===== config.mk =====
export PLATFORM = sky130hd
export DESIGN_NAME = mux_tree_pipe_flat
export DESIGN_NICKNAME = d
export VERILOG_FILES = /design/src/rtl/mux_tree_pkg.sv /design/src/rtl/mux_tree_pipe_if.sv /design/src/rtl/mux_tree_stage.sv /design/src/rtl/mux_tree_pipe.sv /design/src/flat_wrapper.sv
export SDC_FILE = /design/constraint.sdc
export NUM_CORES = 1
export LEC_CHECK = 0
export CAP_MARGIN = 20
export CELL_PAD_IN_SITES_DETAIL_PLACEMENT = 1
export CELL_PAD_IN_SITES_GLOBAL_PLACEMENT = 2
export CORE_UTILIZATION = 25
export DETAILED_ROUTE_END_ITERATION = 8
export GPL_TIMING_DRIVEN = 1
export PLACE_DENSITY_LB_ADDON = 0.1
export REMOVE_ABC_BUFFERS = 1
export SYNTH_ARGS = -nofsm -noshare
export SYNTH_HDL_FRONTEND = slang
export SYNTH_SLANG_ARGS = --single-unit
export TNS_END_PERCENT = 100

===== constraint.sdc =====
create_clock -name clk -period 4.1 [get_ports clk]
set_clock_uncertainty 0.1 [all_clocks]
set_input_delay 0.615 -clock clk [delete_from_list [all_inputs] [get_ports clk]]
set_output_delay 0.615 -clock clk [all_outputs]
set_load 0.02 [all_outputs]

===== src/rtl/mux_tree_pkg.sv =====
// Shared sizing helpers for the pipelined N:1 multiplexer tree.
// Channel count and per-level word counts are derived from the select width.
package mux_tree_pkg;

  localparam int MUX_TREE_MAX_SEL_W = 6;

  // Number of input channels for a given select width.
  function automatic int ways(input int sel_w);
    return 1 << sel_w;
  endfunction

  // Number of words produced by tree level k.
  function automatic int level_words(input int sel_w, input int k);
    return 1 << (sel_w - k - 1);
  endfunction

endpackage


===== src/rtl/mux_tree_pipe_if.sv =====
// Valid/ready bus around the multiplexer tree: one input transaction
// (all channels plus a select) and one output transaction (picked word plus echoed select).
interface mux_tree_pipe_if #(
  parameter int DATA_W = 8,
  parameter int SEL_W  = 3
);
  import mux_tree_pkg::*;

  logic [ways(SEL_W)*DATA_W-1:0] in_data;
  logic [SEL_W-1:0]              in_sel;
  logic                          in_valid;
  logic                          in_ready;
  logic [DATA_W-1:0]             out_data;
  logic [SEL_W-1:0]              out_sel;
  logic                          out_valid;
  logic                          out_ready;

  modport master (
    output in_data, in_sel, in_valid, out_ready,
    input  in_ready, out_data, out_sel, out_valid
  );

  modport slave (
    input  in_data, in_sel, in_valid, out_ready,
    output in_ready, out_data, out_sel, out_valid
  );

endinterface


===== src/rtl/mux_tree_stage.sv =====
// One level of the multiplexer tree: WORDS_IN/2 two-way picks steered by sel[LEVEL],
// registered together with the full select and a valid bit, with a bubble-collapsing ready.
module mux_tree_stage
  import mux_tree_pkg::*;
#(
  parameter int DATA_W   = 8,
  parameter int WORDS_IN = 8,
  parameter int SEL_W    = 3,
  parameter int LEVEL    = 0
) (
  input  logic                              clk,
  input  logic                              rst_n,
  input  logic [WORDS_IN*DATA_W-1:0]        in_words,
  input  logic [SEL_W-1:0]                  in_sel,
  input  logic                              in_vld,
  output logic                              in_rdy,
  output logic [(WORDS_IN/2)*DATA_W-1:0]    out_words,
  output logic [SEL_W-1:0]                  out_sel,
  output logic                              out_vld,
  input  logic                              out_rdy
);

  localparam int WORDS_OUT = WORDS_IN / 2;

  logic [WORDS_OUT*DATA_W-1:0] pick_c;
  logic [WORDS_OUT*DATA_W-1:0] data_p0;
  logic [SEL_W-1:0]            sel_p0;
  logic                        vld_p0;

  // Odd word of each adjacent pair wins when this level's select bit is set.
  always_comb begin
    pick_c = '0;
    for (int j = 0; j < WORDS_OUT; j++) begin
      pick_c[j*DATA_W +: DATA_W] = in_sel[LEVEL] ? in_words[(2*j+1)*DATA_W +: DATA_W]
                                                 : in_words[(2*j)*DATA_W +: DATA_W];
    end
  end

  // An empty stage always accepts, which lets later items close up gaps under stall.
  assign in_rdy = !vld_p0 || out_rdy;

  // ---- stage register ----
  always_ff @(posedge clk or negedge rst_n) begin
    if (!rst_n) begin
      vld_p0  <= 1'b0;
      data_p0 <= '0;
      sel_p0  <= '0;
    end else if (in_rdy) begin
      vld_p0 <= in_vld;
      if (in_vld) begin
        data_p0 <= pick_c;
        sel_p0  <= in_sel;
      end
    end
  end

  assign out_words = data_p0;
  assign out_sel   = sel_p0;
  assign out_vld   = vld_p0;

endmodule


===== src/rtl/mux_tree_pipe.sv =====
// Pipelined 2**SEL_W:1 multiplexer: SEL_W chained tree levels, one register level each,
// with valid/ready flow control that collapses bubbles under backpressure.
module mux_tree_pipe
  import mux_tree_pkg::*;
#(
  parameter int DATA_W = 8,
  parameter int SEL_W  = 3
) (
  input  logic           clk,
  input  logic           rst_n,
  mux_tree_pipe_if.slave bus
);

  localparam int N           = ways(SEL_W);
  localparam int TOTAL_WORDS = 2*N - 1;

  // All level word buses packed back to back: N words, then N/2, ..., then the final word.
  logic [TOTAL_WORDS*DATA_W-1:0] words_c;
  logic [SEL_W-1:0]              sel_c [0:SEL_W];
  logic                          vld_c [0:SEL_W];
  logic                          rdy_c [0:SEL_W];

  assign words_c[N*DATA_W-1:0] = bus.in_data;
  assign sel_c[0]              = bus.in_sel;
  assign vld_c[0]              = bus.in_valid;
  assign bus.in_ready          = rdy_c[0];
  assign rdy_c[SEL_W]          = bus.out_ready;

  for (genvar k = 0; k < SEL_W; k++) begin : gen_lvl
    localparam int WIN     = 2 * level_words(SEL_W, k);
    localparam int OFF_IN  = 2*N - 2*WIN;
    localparam int OFF_OUT = OFF_IN + WIN;

    mux_tree_stage #(
      .DATA_W   (DATA_W),
      .WORDS_IN (WIN),
      .SEL_W    (SEL_W),
      .LEVEL    (k)
    ) u_stage (
      .clk       (clk),
      .rst_n     (rst_n),
      .in_words  (words_c[OFF_IN*DATA_W +: WIN*DATA_W]),
      .in_sel    (sel_c[k]),
      .in_vld    (vld_c[k]),
      .in_rdy    (rdy_c[k]),
      .out_words (words_c[OFF_OUT*DATA_W +: (WIN/2)*DATA_W]),
      .out_sel   (sel_c[k+1]),
      .out_vld   (vld_c[k+1]),
      .out_rdy   (rdy_c[k+1])
    );
  end

  assign bus.out_data  = words_c[(TOTAL_WORDS-1)*DATA_W +: DATA_W];
  assign bus.out_sel   = sel_c[SEL_W];
  assign bus.out_valid = vld_c[SEL_W];

endmodule

===== src/flat_wrapper.sv =====
// flat-port wrapper written by rule: the top's interface ports become plain ports
module mux_tree_pipe_flat import mux_tree_pkg::*;
#(
  parameter int DATA_W = 8,
  parameter int SEL_W  = 3
)
  (clk, rst_n, bus_in_data, bus_in_sel, bus_in_valid, bus_out_ready, bus_in_ready, bus_out_data, bus_out_sel, bus_out_valid);
  mux_tree_pipe_if #(.DATA_W(DATA_W), .SEL_W(SEL_W)) bus_i ();
  input  logic clk;
  input  logic rst_n;
  input wire logic [$bits(bus_i.in_data)-1:0] bus_in_data;
  input wire logic [$bits(bus_i.in_sel)-1:0] bus_in_sel;
  input wire logic [$bits(bus_i.in_valid)-1:0] bus_in_valid;
  input wire logic [$bits(bus_i.out_ready)-1:0] bus_out_ready;
  output wire logic [$bits(bus_i.in_ready)-1:0] bus_in_ready;
  output wire logic [$bits(bus_i.out_data)-1:0] bus_out_data;
  output wire logic [$bits(bus_i.out_sel)-1:0] bus_out_sel;
  output wire logic [$bits(bus_i.out_valid)-1:0] bus_out_valid;
  assign bus_i.in_data = bus_in_data;
  assign bus_i.in_sel = bus_in_sel;
  assign bus_i.in_valid = bus_in_valid;
  assign bus_i.out_ready = bus_out_ready;
  assign bus_in_ready = bus_i.in_ready;
  assign bus_out_data = bus_i.out_data;
  assign bus_out_sel = bus_i.out_sel;
  assign bus_out_valid = bus_i.out_valid;
  mux_tree_pipe #(.DATA_W(DATA_W), .SEL_W(SEL_W)) u_core (.clk(clk), .rst_n(rst_n), .bus(bus_i));
endmodule

* Word-level counts from Yosys, hierarchy flattened
Index checks and enable logic that the tools add are counted.
** Operators by class
- Mux-type cells :: 7
- Reductions and logical operators :: 9
** Operators with widths (number)
- 8-bit 2-to-1 mux :: 7
- 2-bit AND reduction :: 3
- 1-bit zero test :: 3
- 1-bit logical OR :: 3
** Storage, ports and cells
- Bits in registers :: 68
- Input port bits :: 71
- Output and inout bits :: 13
- Logic and storage cells :: 25

* Depth between registers and ports, before layout
- Depth in word-level cells :: 5
- Depth in mapped cells :: 6
- Mapped depth without buffers :: 3

* Hierarchy
Synthesis repeated with hierarchy kept, for this count alone.
** Second synthesis, totals
- Cell total of the unflattened synthesis :: 287
- Area, all modules :: 3475.8 um^2
** By module, submodules not included
- mux_tree_stage at u_core.gen_lvl[0].u_stage :: times used 1, cells each 156, area each 1871.8 um^2, sequential area each 900.9 um^2
- mux_tree_stage at u_core.gen_lvl[1].u_stage :: times used 1, cells each 84, area each 1004.7 um^2, sequential area each 500.5 um^2
- mux_tree_stage at u_core.gen_lvl[2].u_stage :: times used 1, cells each 47, area each 599.3 um^2, sequential area each 300.3 um^2

* Worst setup path after synthesis
No wires, ideal clock.
- Path type :: input to output
- Start point :: in bus_out_ready
- End point :: out bus_in_ready
- Arrival :: 1201 ps
- Data required time :: 3385 ps
- Path slack :: 2184 ps
- Stages :: 3
- Path buffers :: 2
- Cell sequence :: nand4b_1 buf_4 buf_2
** On the way
- Word-level cells in the longest chain between the ends :: 3
** RTL lines
- from (decl) :: line flat_wrapper.sv:14 : input wire logic [$bits(bus_i.out_ready)-1:0] bus_out_ready;
- 1-bit logical OR (3 in a row) :: line mux_tree_stage.sv:40 : assign in_rdy = !vld_p0 || out_rdy;
- to (decl) :: line flat_wrapper.sv:15 : output wire logic [$bits(bus_i.in_ready)-1:0] bus_in_ready;
Every way passes these cells.

* Final worst setup path
Ends and elaborated chain as after synthesis.

==> impl_metrics.py <==
metrics = {
    "worst_setup_path": {
        "crit_type": "input pin to primary output",
        "cp_top_family": "buffers and inverters",
        "r2r_end": "u_core.gen_lvl[0].u_stage.out_sel[1]$_DFFE_PN0P_",
        "start_kind": "input pin",
        "worstReg2RegStart": "u_core.gen_lvl[1].u_stage.out_vld$_DFFE_PN0P_",
        "worstPathArrival_ns": 1.99,
        "path_buf_inv": 2,
        "cpMaxStageDelayCell": "clkdlybuf4s50_1",
        "path_cells": "clkdlybuf4s50_1 -> nand4b_1 -> clkdlybuf4s50_1",
        "regToRegSetupSlack_ns": 1.95,
        "worst-endpoint-required_ns": 3.38,
        "crit_top_cell": "clkdlybuf4s50_1",
        "endpoint_kind": "primary output",
        "r2r_cells": 4,
        "cpPeakStageDelay_ns": 0.63,
        "crit_fanout": 3,
    },
    "synth": {
        "yosysUniqueCellTypes": 15,
        "syn_area_sq_mm": 0.003196,
        "muxShareOfSynthArea_pct": 20.95,
        "synth-simple-area-share_pct": 1.723,
        "synthAdderAreaFrac_pct": 0,
        "yosys_warnings": 0,
        "ys_seq_area_share_pct": 53.25,
        "avgSynthCellArea_sq_um": 11.21,
        "synth_compound_area_share_pct": 19.42,
        "synth_top_family_by_area": "multiplexers",
        "ys_ff_latch": 68,
        "yosys.area_share.xor_xnor_pct": 0,
        "syn_inst": 285,
    },
    "floorplan": {
        "die-area_sq_mm": 0.01324,
        "die_w_microns": 115.1,
        "num_rows": 40,
        "die_h_microns": 115.1,
        "ioPinCount": 84,
        "core-area_sq_mm": 0.01221,
        "start_util_pct": 26.17,
    },
    "clock_tree": {
        "numCtsBuffers": 9,
        "clock_sinks": 68,
        "clk_pin_slew_ns": 0.05,
        "cts-resized-gates": 0,
        "root_buffer": "clkbuf_16",
        "postCtsSetupBuffers": 0,
        "cts_htree_levels": 3,
        "cts_tree": "done",
        "insertion_delay_ns": 0.32,
        "ctsHoldBuffers": 0,
        "cts_buffer_depth": 2,
    },
    "placed_design": {
        "gp_congestion": 0.6615,
        "io_buffers": 83,
        "dp_hpwl_mm": 4.928,
    },
    "power_and_ir_drop": {
        "peakVddDrop_uv": 176.3,
        "powerDensity_mw_per_mm2": 492.1,
        "leakage_nw": 1.788,
    },
    "drt": {
        "initialDrtViolationCount": 88,
        "wl_per_cell_microns": 15.07,
        "dr.pass1.iters": 4,
        "totalWireLength_mm": 7.897,
        "drc_errors": 0,
        "avgViaCountPerCell": 4.689,
        "vias": 2457,
        "final_antenna_net_count": 0,
    },
    "layout": {
        "drive_gt1_share_pct": 8.146,
        "multi_input_area_sq_mm": 0.001345,
        "layout.nets": 423,
        "fin_util_pct": 35.83,
        "final_common_cell": "clkdlybuf4s50_1",
        "seq_area_sq_mm": 0.001702,
        "antennaDiodeCount": 0,
        "num-fill-cells": 1369,
        "area_growth_pct": 36.92,
        "final_cell_mix": "clkdlybuf4s50_1 (80), dfrtp_1 (68), a21oi_1 (64)",
    },
    "sta": {
        "fin_crit_sh_pct": 66.03,
        "hold_viol_final": 0,
        "max_slew_margin_pct": 29.55,
        "fin_tns_setup_ns": 0,
        "whs_ns": 0.3144,
        "maxSlewViolCount": 0,
        "period_minus_slack_ns": 2.707,
        "tightest_slew_ns": 1.057,
        "rsz0062_at_grt": "false",
        "max_freq_ghz": 0.3694,
        "finalSetupViolCount": 0,
    },
    "global_routing": {
        "grt_max_degree": 69,
        "antenna_found_initial": 0,
        "overflow": 0,
        "grt_pass1_vias": 2580,
        "grt_pass1_wl_mm": 13.15,
        "grtUsageTotal_pct": 13.02,
    },
    "min_path": {
        "min_path_type": "input pin to async pin",
    },
    "outcome": {
        "status": "complete, no violations",
    },
    "job": {
        "maxCapViolCount": 0,
    },
}
worst register-to-register path: cells and delay by family (launching register included):
family,cells,cell delay (ns)
buffers and inverters,1,0.56
DFF,1,0.53
muxes,1,0.31
and+or+nand+nor,2,0.54
cell families after synthesis:
family | after synthesis
buf+inv | 31
flops | 68
compound gates | 112
mux | 65
simple gates | 9
worst max path at each step:
stage / from / end / slack [ns] / cells after the start
after floorplan: u_core.gen_lvl[0].u_stage.out_vld$_DFFE_PN0P_ / u_core.gen_lvl[0].u_stage.out_sel[1]$_DFFE_PN0P_ / 0.44 / 3
after global placement: bus_out_ready / bus_in_ready / 1.35 / 3
after detailed placement: bus_out_ready / bus_in_ready / 1.36 / 3
after CTS: bus_out_ready / bus_in_ready / 1.34 / 3
after global routing: bus_out_ready / bus_in_ready / 1.34 / 3
final: bus_out_ready / bus_in_ready / 1.39 / 3
synth_stat cells, drive strengths merged:
master / count / area, sq um
clkbuf: 14 / 52.55
buf: 17 / 96.34
and2: 1 / 6.260
dfrtp: 68 / 1702
nand4b: 1 / 8.760
a21oi: 64 / 320.3
nand2: 2 / 7.510
nand2b: 4 / 25.02
a31oi: 48 / 300.3
mux2: 9 / 108.9
nand3b: 1 / 7.510
mux2i: 56 / 560.5
layer usage:
metal / up-vias / share of wire [%] / track usage, %
li1: 1213 / - / -
met1: 1185 / 49 / 17.25
met2: 51 / 46 / 20.60
met3: 8 / 3.5 / 2.319
met4: 0 / 1.6 / 6.234
met5: - / 0 / 0
state kept, by name, indices dropped and copies added (netlist names):
name	cells
u_core.gen_lvl.u_stage.out_vld	3
u_core.gen_lvl.u_stage.out_sel	9
u_core.gen_lvl.u_stage.out_words	56
power by group:
part / internal [mW] / switching, mW
sequential: 0.820 / 0.114
combinational: 0.282 / 0.237
clock: 0.437 / 0.263
total: 1.54 / 0.614
metrics by stage:
| stage | setup WS [ns] | power, mW | area [sq um] | instances |
|---|---|---|---|---|
| floorplan | 0.4352 | 1.201 | 3047 | 254 |
| detailed placement | 1.360 | 1.480 | 4105 | 509 |
| CTS | 1.340 | 2.203 | 4375 | 524 |
| global route | 1.342 | 2.293 | 4375 | 524 |
| global placement | 1.345 | 1.469 | 4105 | 509 |
| finish | 1.393 | 2.153 | 4375 | 524 |
final cells by class:
cell class | instances | area share (%)
flip-flops and latches | 68 | 38.89
multi-input cells | 186 | 30.74
repair buffers | 87 | 19.39
clock buffers | 13 | 5.948
well taps | 168 | 4.804
clock inverters | 2 | 0.2288
(Power assumes the default switching activity.)
